File: config.mk
export PLATFORM = sky130hd
export DESIGN_NAME = keypad_scanner
export DESIGN_NICKNAME = d
export VERILOG_FILES = /design/src/rtl/keypad_scanner.sv
export SDC_FILE = /design/constraint.sdc
export NUM_CORES = 1
export LEC_CHECK = 0
export ABC_AREA = 1
export BUFFER_PORTS_ARGS = -buffer_cell sky130_fd_sc_hd__buf_2
export CAP_MARGIN = 20
export CELL_PAD_IN_SITES_DETAIL_PLACEMENT = 1
export CELL_PAD_IN_SITES_GLOBAL_PLACEMENT = 1
export CORE_MARGIN = 2
export CORE_UTILIZATION = 37
export DETAILED_ROUTE_END_ITERATION = 6
export GPL_TIMING_DRIVEN = 0
export PLACE_DENSITY = 0.8
export SKIP_LAST_GASP = 1
export SLEW_MARGIN = 20
export SYNTH_ARGS = -nofsm -noshare
export SYNTH_HDL_FRONTEND = slang
export SYNTH_SLANG_ARGS = --single-unit
File: constraint.sdc
create_clock -name clk -period 1.4 [get_ports clk]
set_clock_uncertainty 0.2 [all_clocks]
set_input_delay 0.14 -clock clk [delete_from_list [all_inputs] [get_ports clk]]
set_output_delay 0.14 -clock clk [all_outputs]
set_load 0.01 [all_outputs]
File: src/rtl/keypad_scanner.sv
// keypad_scanner: scans a 4x4 keypad one column at a time and debounces
// both the press and the release of a single key. The accepted key is held
// as one-hot row/column codes for keypad_decoder, and a one-cycle strobe
// marks each new press.
//
// state    | meaning
// ---------+-----------------------------------------------------------
// SCAN     | rotate the column drive, sample rows at the end of each dwell
// PRESS_DB | column frozen, candidate row must stay set to be accepted
// HELD     | key accepted, waiting for its row to drop
// REL_DB   | row dropped, must stay clear before scanning resumes
module keypad_scanner #(
    parameter int unsigned SCAN_CYCLES     = 4,   // >= 3 so the synchronizer settles per column
    parameter int unsigned DEBOUNCE_CYCLES = 8    // >= 1
) (
    input  logic       clk,
    input  logic       reset,
    input  logic [3:0] rows_raw,
    output logic [3:0] cols,
    output logic [3:0] key_rows,
    output logic [3:0] key_col,
    output logic       key_valid,
    output logic       key_held
);

    typedef enum logic [1:0] {
        ST_SCAN,
        ST_PRESS_DB,
        ST_HELD,
        ST_REL_DB
    } state_t;

    localparam int unsigned CNT_MAX = (SCAN_CYCLES > DEBOUNCE_CYCLES) ? SCAN_CYCLES : DEBOUNCE_CYCLES;
    localparam int unsigned CNT_W   = $clog2(CNT_MAX + 1);

    localparam logic [CNT_W-1:0] DWELL_LAST = CNT_W'(SCAN_CYCLES - 1);
    localparam logic [CNT_W-1:0] DEB_LAST   = CNT_W'(DEBOUNCE_CYCLES - 1);
    localparam logic [CNT_W-1:0] CNT_ONE    = CNT_W'(1);

    logic [3:0]       sync1_q;
    logic [3:0]       rows_s_q;
    state_t           state_q;
    logic [CNT_W-1:0] dwell_q;
    logic [CNT_W-1:0] deb_q;
    logic [3:0]       r_q;
    logic [3:0]       cols_q;
    logic [3:0]       key_rows_q;
    logic [3:0]       key_col_q;
    logic             key_valid_q;
    logic             key_held_q;

    logic [3:0]       row_pick_d;
    logic             row_hit_d;

    // Two-flop synchronizer for the asynchronous row sense lines.
    always_ff @(posedge clk) begin
        if (!reset) begin
            sync1_q  <= 4'b0000;
            rows_s_q <= 4'b0000;
        end else begin
            sync1_q  <= rows_raw;
            rows_s_q <= sync1_q;
        end
    end

    // Lowest-index active row wins; x & -x isolates the lowest set bit.
    always_comb begin
        row_pick_d = rows_s_q & (~rows_s_q + 4'd1);
        row_hit_d  = (rows_s_q & r_q) != 4'b0000;
    end

    // Scan / debounce state machine with registered outputs. The column drive
    // stays frozen from detection until the release is confirmed, so cols_q
    // doubles as the latched column of the candidate key.
    always_ff @(posedge clk) begin
        if (!reset) begin
            state_q     <= ST_SCAN;
            dwell_q     <= '0;
            deb_q       <= '0;
            r_q         <= 4'b0000;
            cols_q      <= 4'b0001;
            key_rows_q  <= 4'b0000;
            key_col_q   <= 4'b0000;
            key_valid_q <= 1'b0;
            key_held_q  <= 1'b0;
        end else begin
            key_valid_q <= 1'b0;
            case (state_q)
                ST_SCAN: begin
                    if (dwell_q == DWELL_LAST) begin
                        dwell_q <= '0;
                        if (rows_s_q == 4'b0000) begin
                            cols_q <= {cols_q[2:0], cols_q[3]};
                        end else begin
                            r_q     <= row_pick_d;
                            deb_q   <= '0;
                            state_q <= ST_PRESS_DB;
                        end
                    end else begin
                        dwell_q <= dwell_q + CNT_ONE;
                    end
                end
                ST_PRESS_DB: begin
                    if (!row_hit_d) begin
                        state_q <= ST_SCAN;
                        dwell_q <= '0;
                        deb_q   <= '0;
                    end else if (deb_q == DEB_LAST) begin
                        state_q     <= ST_HELD;
                        deb_q       <= '0;
                        key_rows_q  <= r_q;
                        key_col_q   <= cols_q;
                        key_valid_q <= 1'b1;
                        key_held_q  <= 1'b1;
                    end else begin
                        deb_q <= deb_q + CNT_ONE;
                    end
                end
                ST_HELD: begin
                    if (!row_hit_d) begin
                        state_q <= ST_REL_DB;
                        deb_q   <= '0;
                    end
                end
                ST_REL_DB: begin
                    if (row_hit_d) begin
                        state_q <= ST_HELD;
                        deb_q   <= '0;
                    end else if (deb_q == DEB_LAST) begin
                        state_q    <= ST_SCAN;
                        deb_q      <= '0;
                        dwell_q    <= '0;
                        key_held_q <= 1'b0;
                        cols_q     <= {cols_q[2:0], cols_q[3]};
                    end else begin
                        deb_q <= deb_q + CNT_ONE;
                    end
                end
                default: begin
                    state_q <= ST_SCAN;
                    dwell_q <= '0;
                    deb_q   <= '0;
                end
            endcase
        end
    end

    assign cols      = cols_q;
    assign key_rows  = key_rows_q;
    assign key_col   = key_col_q;
    assign key_valid = key_valid_q;
    assign key_held  = key_held_q;

endmodule

# [Word-level counts from Yosys, hierarchy flattened]
# Cells that the tools add are included.
# W data, S select, Z words.
[word_totals] output_inout_bits=14 wordCells=78 input_bits=6 regBits=36
[op_classes] n_eq_ne=16 n_mux=30 n_reduce_logical=14 n_addsub=3 bitwise_logic=4
[ops] operator="$mux W4" n=13
[ops] operator="$ne A2 B2 Y1 const B" n=9
[ops] operator="$pmux W4 S4" n=1
[ops] operator="$reduce_and A5 Y1" n=3
[ops] operator="$mux W2" n=7
[ops] operator="$add A4 B1 Y4 const B" n=3
[ops] operator="$pmux W4 S3" n=1
[ops] operator="$reduce_and A3 Y1" n=4
[ops] operator="$and A4 B4 Y4" n=2
[ops] operator="$pmux W2 S4" n=1
[ops] operator="$pmux W4 S2" n=1
[ops] operator="$ne A3 B3 Y1 const B" n=2
[ops] operator="$mux W1" n=5
[ops] operator="$eq A2 B2 Y1 const B" n=2
[ops] operator="$eq A4 B2 Y1 const B" n=1
[ops] operator="$eq A4 B3 Y1 const B" n=1
[ops] operator="$logic_not A4 Y1" n=1
[ops] operator="$not A4 Y4" n=1
[ops] operator="$reduce_and A4 Y1" n=1
[ops] operator="$reduce_bool A2 Y1" n=2
[ops] operator="$reduce_bool A4 Y1" n=1
[ops] operator="$reduce_bool A3 Y1" n=1
[ops] operator="$eq A2 B1 Y1 const B" n=1
[ops] operator="$logic_not A2 Y1" n=1
[ops] operator="other kinds (2)" n=2

# [Longest topological paths before layout]
[logic_depth] depth_word=4 mapped_depth=10 ltp_nobuf=10

# [Worst setup path after synthesis]
# Ideal clock, no wire load.
[synth_timing] kind="reg-to-reg" startpoint="reg deb_q[0]" endpoint="reg dwell_q[2]" t_arrival_ns=1.209 period_less_slack_ns=1.526 path_slack_ns=-0.126 stages_incl_launch_ff=11 required_time_ns=1.082 path_cell_list="dfxtp_1 > ha_1 > nand2_2 > nor2_4 > nor2_2 > nor2_4 > nand2_4 > o21ai_2 > inv_2 > nand2_1 > nor2_1"
[synth_between] elab_chain_cells=3
[synth_lines] element="from (decl)" line_no="44" source="logic [CNT_W-1:0] deb_q;"
[synth_lines] element="from (signal assigned)" line_no="116" source="deb_q <= deb_q + CNT_ONE;"
[synth_lines] element="from (signal assigned)" line_no="136" source="deb_q <= deb_q + CNT_ONE;"
[synth_lines] element="$eq A4 B3 Y1" line_no="129" source="end else if (deb_q == DEB_LAST) begin"
[synth_lines] element="$ne A2 B2 Y1 (no line)"
[synth_lines] element="$reduce_and A4 Y1 (no line)"
[synth_lines] element="to (signal assigned)" line_no="100" source="dwell_q <= dwell_q + CNT_ONE;"
[synth_lines] element="to (decl)" line_no="43" source="logic [CNT_W-1:0] dwell_q;"
# No other way between the ends.
# A chain may end at the register's enable or synchronous reset.

# [Final worst setup path]
[layout_timing] startpoint="reg deb_q[1]" endpoint="reg key_held_q (netlist: key_held)"
[layout_between] elab_chain_cells=3 elab_cells_between_ends=4
[layout_lines] element="$eq A4 B3 Y1 *" line_no="108, 129"
[layout_lines] element="$ne A2 B2 Y1 (no line)"
[layout_lines] element="$reduce_and A5 Y1 (no line) *"
[layout_lines] element="to (signal assigned)" line_no="85" source="key_held_q <= 1'b0;"
[layout_lines] element="to (signal assigned)" line_no="114" source="key_held_q <= 1'b1;"
[layout_lines] element="to (signal assigned)" line_no="133" source="key_held_q <= 1'b0;"
[layout_lines] element="to (decl)" line_no="50" source="logic key_held_q;"
# Every way passes the cells marked *; elsewhere a longest branch is shown, timed or not.

==> results.sh <==
export IMPL_ioPinCount=20
export IMPL_syn_instance_count=209
export IMPL_start_util_pct=38.5
export IMPL_grt_use_total_pct=17.6
export IMPL_die_w_um=68.8
export IMPL_core_area_sq_mm=0.00403
export IMPL_intPower_mw=1.59
export IMPL_synth_common_cells="nand2_1 (37), dfxtp_1 (36), inv_1 (27)"
export IMPL_ctsHtreeMaxLevel=2
export IMPL_path_max_fanout=5
export IMPL_setup_viol=28
export IMPL_max_clock_freq_ghz=0.596
export IMPL_p_comb_share_pct=10.4
export IMPL_period_share_pct=120
export IMPL_timing_critical_path_from="deb_q[1]"
export IMPL_violations="negative setup slack"
export IMPL_slew_headroom_pct=63.5
export IMPL_finalPower_mw=2.12
export IMPL_io_buffers=19
export IMPL_grt_ovfl_total=0
export IMPL_synth_area_leaders="dfxtp_1 (46%), nand2_1 (8.9%), inv_1 (6.5%)"
export IMPL_clock_latency_ps=280
export IMPL_ys_flop_type="dfxtp_1"
export IMPL_power_frac_clock_pct=38.1
export IMPL_start_kind="flip-flop"
export IMPL_cts_root_buffer="clkbuf_8"
export IMPL_grt_max_degree=11
export IMPL_syn_avg_cell_area_sq_um=7.43
export IMPL_switchingPower_mw=0.525
export IMPL_yosysWarnings=0
export IMPL_cts_max_path_buffers=2
export IMPL_synth_enable_flop_cells=0
export IMPL_pre_cts_slack_ps=-239
export IMPL_cp_end_kind="flip-flop"
export IMPL_drv_cap=0
export IMPL_numClockSinks=36
export IMPL_utilization_pct=55.0
export IMPL_cp_arrival_ps=1640
export IMPL_p_per_area_mw_per_mm2=956
export IMPL_gp_congestion=0.801
export IMPL_std_cell_rows=23
export IMPL_worstHoldPathType="input pin to flip-flop"
export IMPL_die_area_sq_mm=0.00473
export IMPL_wl_met2_um=2430
export IMPL_antenna_found_initial=0
export IMPL_pwr_share_seq_pct=51.5
export IMPL_drt_met1_wl_um=1960
export IMPL_synth_area_sq_mm=0.00155
export IMPL_cp_data_required_time_ps=1370
export IMPL_hpwl_um=2580
export IMPL_rsz0062_at_grt="yes"
export IMPL_yosys_area_top_type_share_pct=46.4
export IMPL_worst_pin_slew_ps=548
export IMPL_die_y_um=68.8
export IMPL_first_iter_violations=48
export IMPL_fin_nets=264
export IMPL_detail_route_antenna_nets=0
export IMPL_wl_met3_um=68
export IMPL_cts_buffers=5
export IMPL_grt_pass1_wl_um=6270
export IMPL_sw_frac_of_total_pct=24.8
export IMPL_cts_clk_slew_worst_paths_ps=70
export IMPL_min_delay_start="reset"
export IMPL_r2r_start="deb_q[1]"
export IMPL_worst_slack_ps=-276
export IMPL_fill_cells=491
export IMPL_hold_viol=0
export IMPL_yosys_cell_count_top_type="nand2_1"
export IMPL_areaGrowthSynthToFinish_pct=42.6
export IMPL_ys_seq_elements=36
export IMPL_p_leak_nw=1.01
export IMPL_drt_pass1_iterations=4
export IMPL_diodes=0
export IMPL_yosysTopAreaCell="dfxtp_1"
export IMPL_tritoncts="yes"
export IMPL_drt_total_wl_um=4510
export IMPL_wl_per_cell_um=14.7
export IMPL_topRoutingLayerUsed="met4"
export IMPL_vdd_ir_drop_max_v=0.000637
export IMPL_first_global_vias=1409
export IMPL_status="finished, violations left"
export IMPL_avgViaCountPerCell=4.96
export IMPL_synth_nets=217
export IMPL_ys_types=27
export IMPL_ys_seq_area_share_pct=46.4
export IMPL_drive_above_1_share_pct=41.8
export IMPL_drc=0
export IMPL_critPathKind="flip-flop to flip-flop"
export IMPL_finalMaxSlewViolations=0
export IMPL_fin_crit_ps=1680
export IMPL_vias=1519
export IMPL_hold_slack_ps=107
export IMPL_synthArstFlopShare_pct=0
-- cells by family after synthesis --
kind of cell	share of synthesized area [%]
compound gates	13.9
simple gates	26.9
xor+xnor	1.13
flops	46.4
fa+ha+maj	1.61
buf+inv	10.1
-- worst max-delay path: stages (launching register included) --
cell     delay [ps]
dfxtp_2         350
ha_4            160
nand2_4          60
nor2_4          210
inv_2            80
buf_4           140
a21oi_1         160
nand2_1          80
nand2_1          70
a21oi_1          50
-- cells in the final DEF, fill, tap and decap left out, types with 2 or more instances in the layout --
| master | instances |
|---|---|
| a21oi_1 | 11 |
| a21oi_2 | 3 |
| buf_2 | 19 |
| buf_4 | 12 |
| buf_6 | 3 |
| clkbuf_1 | 2 |
| clkbuf_8 | 7 |
| dfxtp_1 | 26 |
| dfxtp_2 | 8 |
| dfxtp_4 | 2 |
| dlygate4sd3_1 | 6 |
| ha_4 | 2 |
| inv_1 | 24 |
| inv_2 | 8 |
| inv_4 | 3 |
| nand2_1 | 33 |
| nand2_2 | 6 |
| nand2_4 | 5 |
| nand3_1 | 10 |
| nand3_2 | 4 |
| nand3_4 | 2 |
| nor2_1 | 17 |
| nor2_2 | 5 |
| nor2_4 | 6 |
| nor3_1 | 2 |
| o21ai_0 | 6 |
| o21ai_1 | 5 |
| o21ai_2 | 7 |
| o21ai_4 | 2 |
| xor2_1 | 2 |
-- metrics by stage --
stage,std cells,setup TNS [ps],area [sq um]
2_1_floorplan,209,-290,1590
6_report,306,-5500,2210
4_1_cts,295,-3940,1960
3_5_place_dp,278,-4490,1750
5_1_grt,306,-7550,2210
3_3_place_gp,278,-4000,1750
-- power groups by stage --
stage          Clock [mW]  Sequential (mW)  Combinational [mW]
3_5_place_dp            0             1.11               0.155
2_1_floorplan           0             1.11               0.105
5_1_grt             0.847             1.09               0.241
3_3_place_gp            0             1.11               0.146
4_1_cts             0.821             1.08               0.174
6_report            0.807             1.09               0.219
-- final cells by class --
type / count / area, sq um / area share (%)
clock buffer: 7 / 96.3 / 4.35
tap: 50 / 62.6 / 2.82
buffer: 4 / 30.0 / 1.36
inverter: 36 / 143 / 6.44
timing repair buffer: 39 / 277 / 12.5
multi-input combinational: 134 / 868 / 39.2
sequential: 36 / 738 / 33.3
-- state kept, by name, indices dropped and copies added (netlist names), named ones only --
signal and flops:
cols 4, state_q 1, key_rows 4, r_q 4, key_col 4, sync1_q 4, deb_q 4, key_held 1
rows_s_q 4, key_valid 1, dwell_q 4
-- worst paths after layout --
| check | slack (ps) | end | cells past startpoint |
|---|---|---|---|
| min | 110 | r_q[2] | 3 |
| max | -280 | key_held | 9 |
| min reg2reg | 210 | rows_s_q[0] | 2 |
| max reg2reg | -280 | key_held | 9 |
-- routing by layer --
metal  up-vias  track usage (%)
met2        16             31.0
li1        754                -
met5         -                0
met3         4             2.44
met4         0             6.13
met1       745             21.8
-- timing repair --
item / 4_1_cts / 5_1_grt
setup endpoints to repair: 28 / 28
hold buffers: 6 / 0
gates cloned: 0 / 1
pin swaps: 6 / 15
setup buffers: 4 / 10
endpoints found under the hold margin: 8 / 0
gates resized for setup: 7 / 48
No activity file was read; power rests on OpenSTA's default activity.
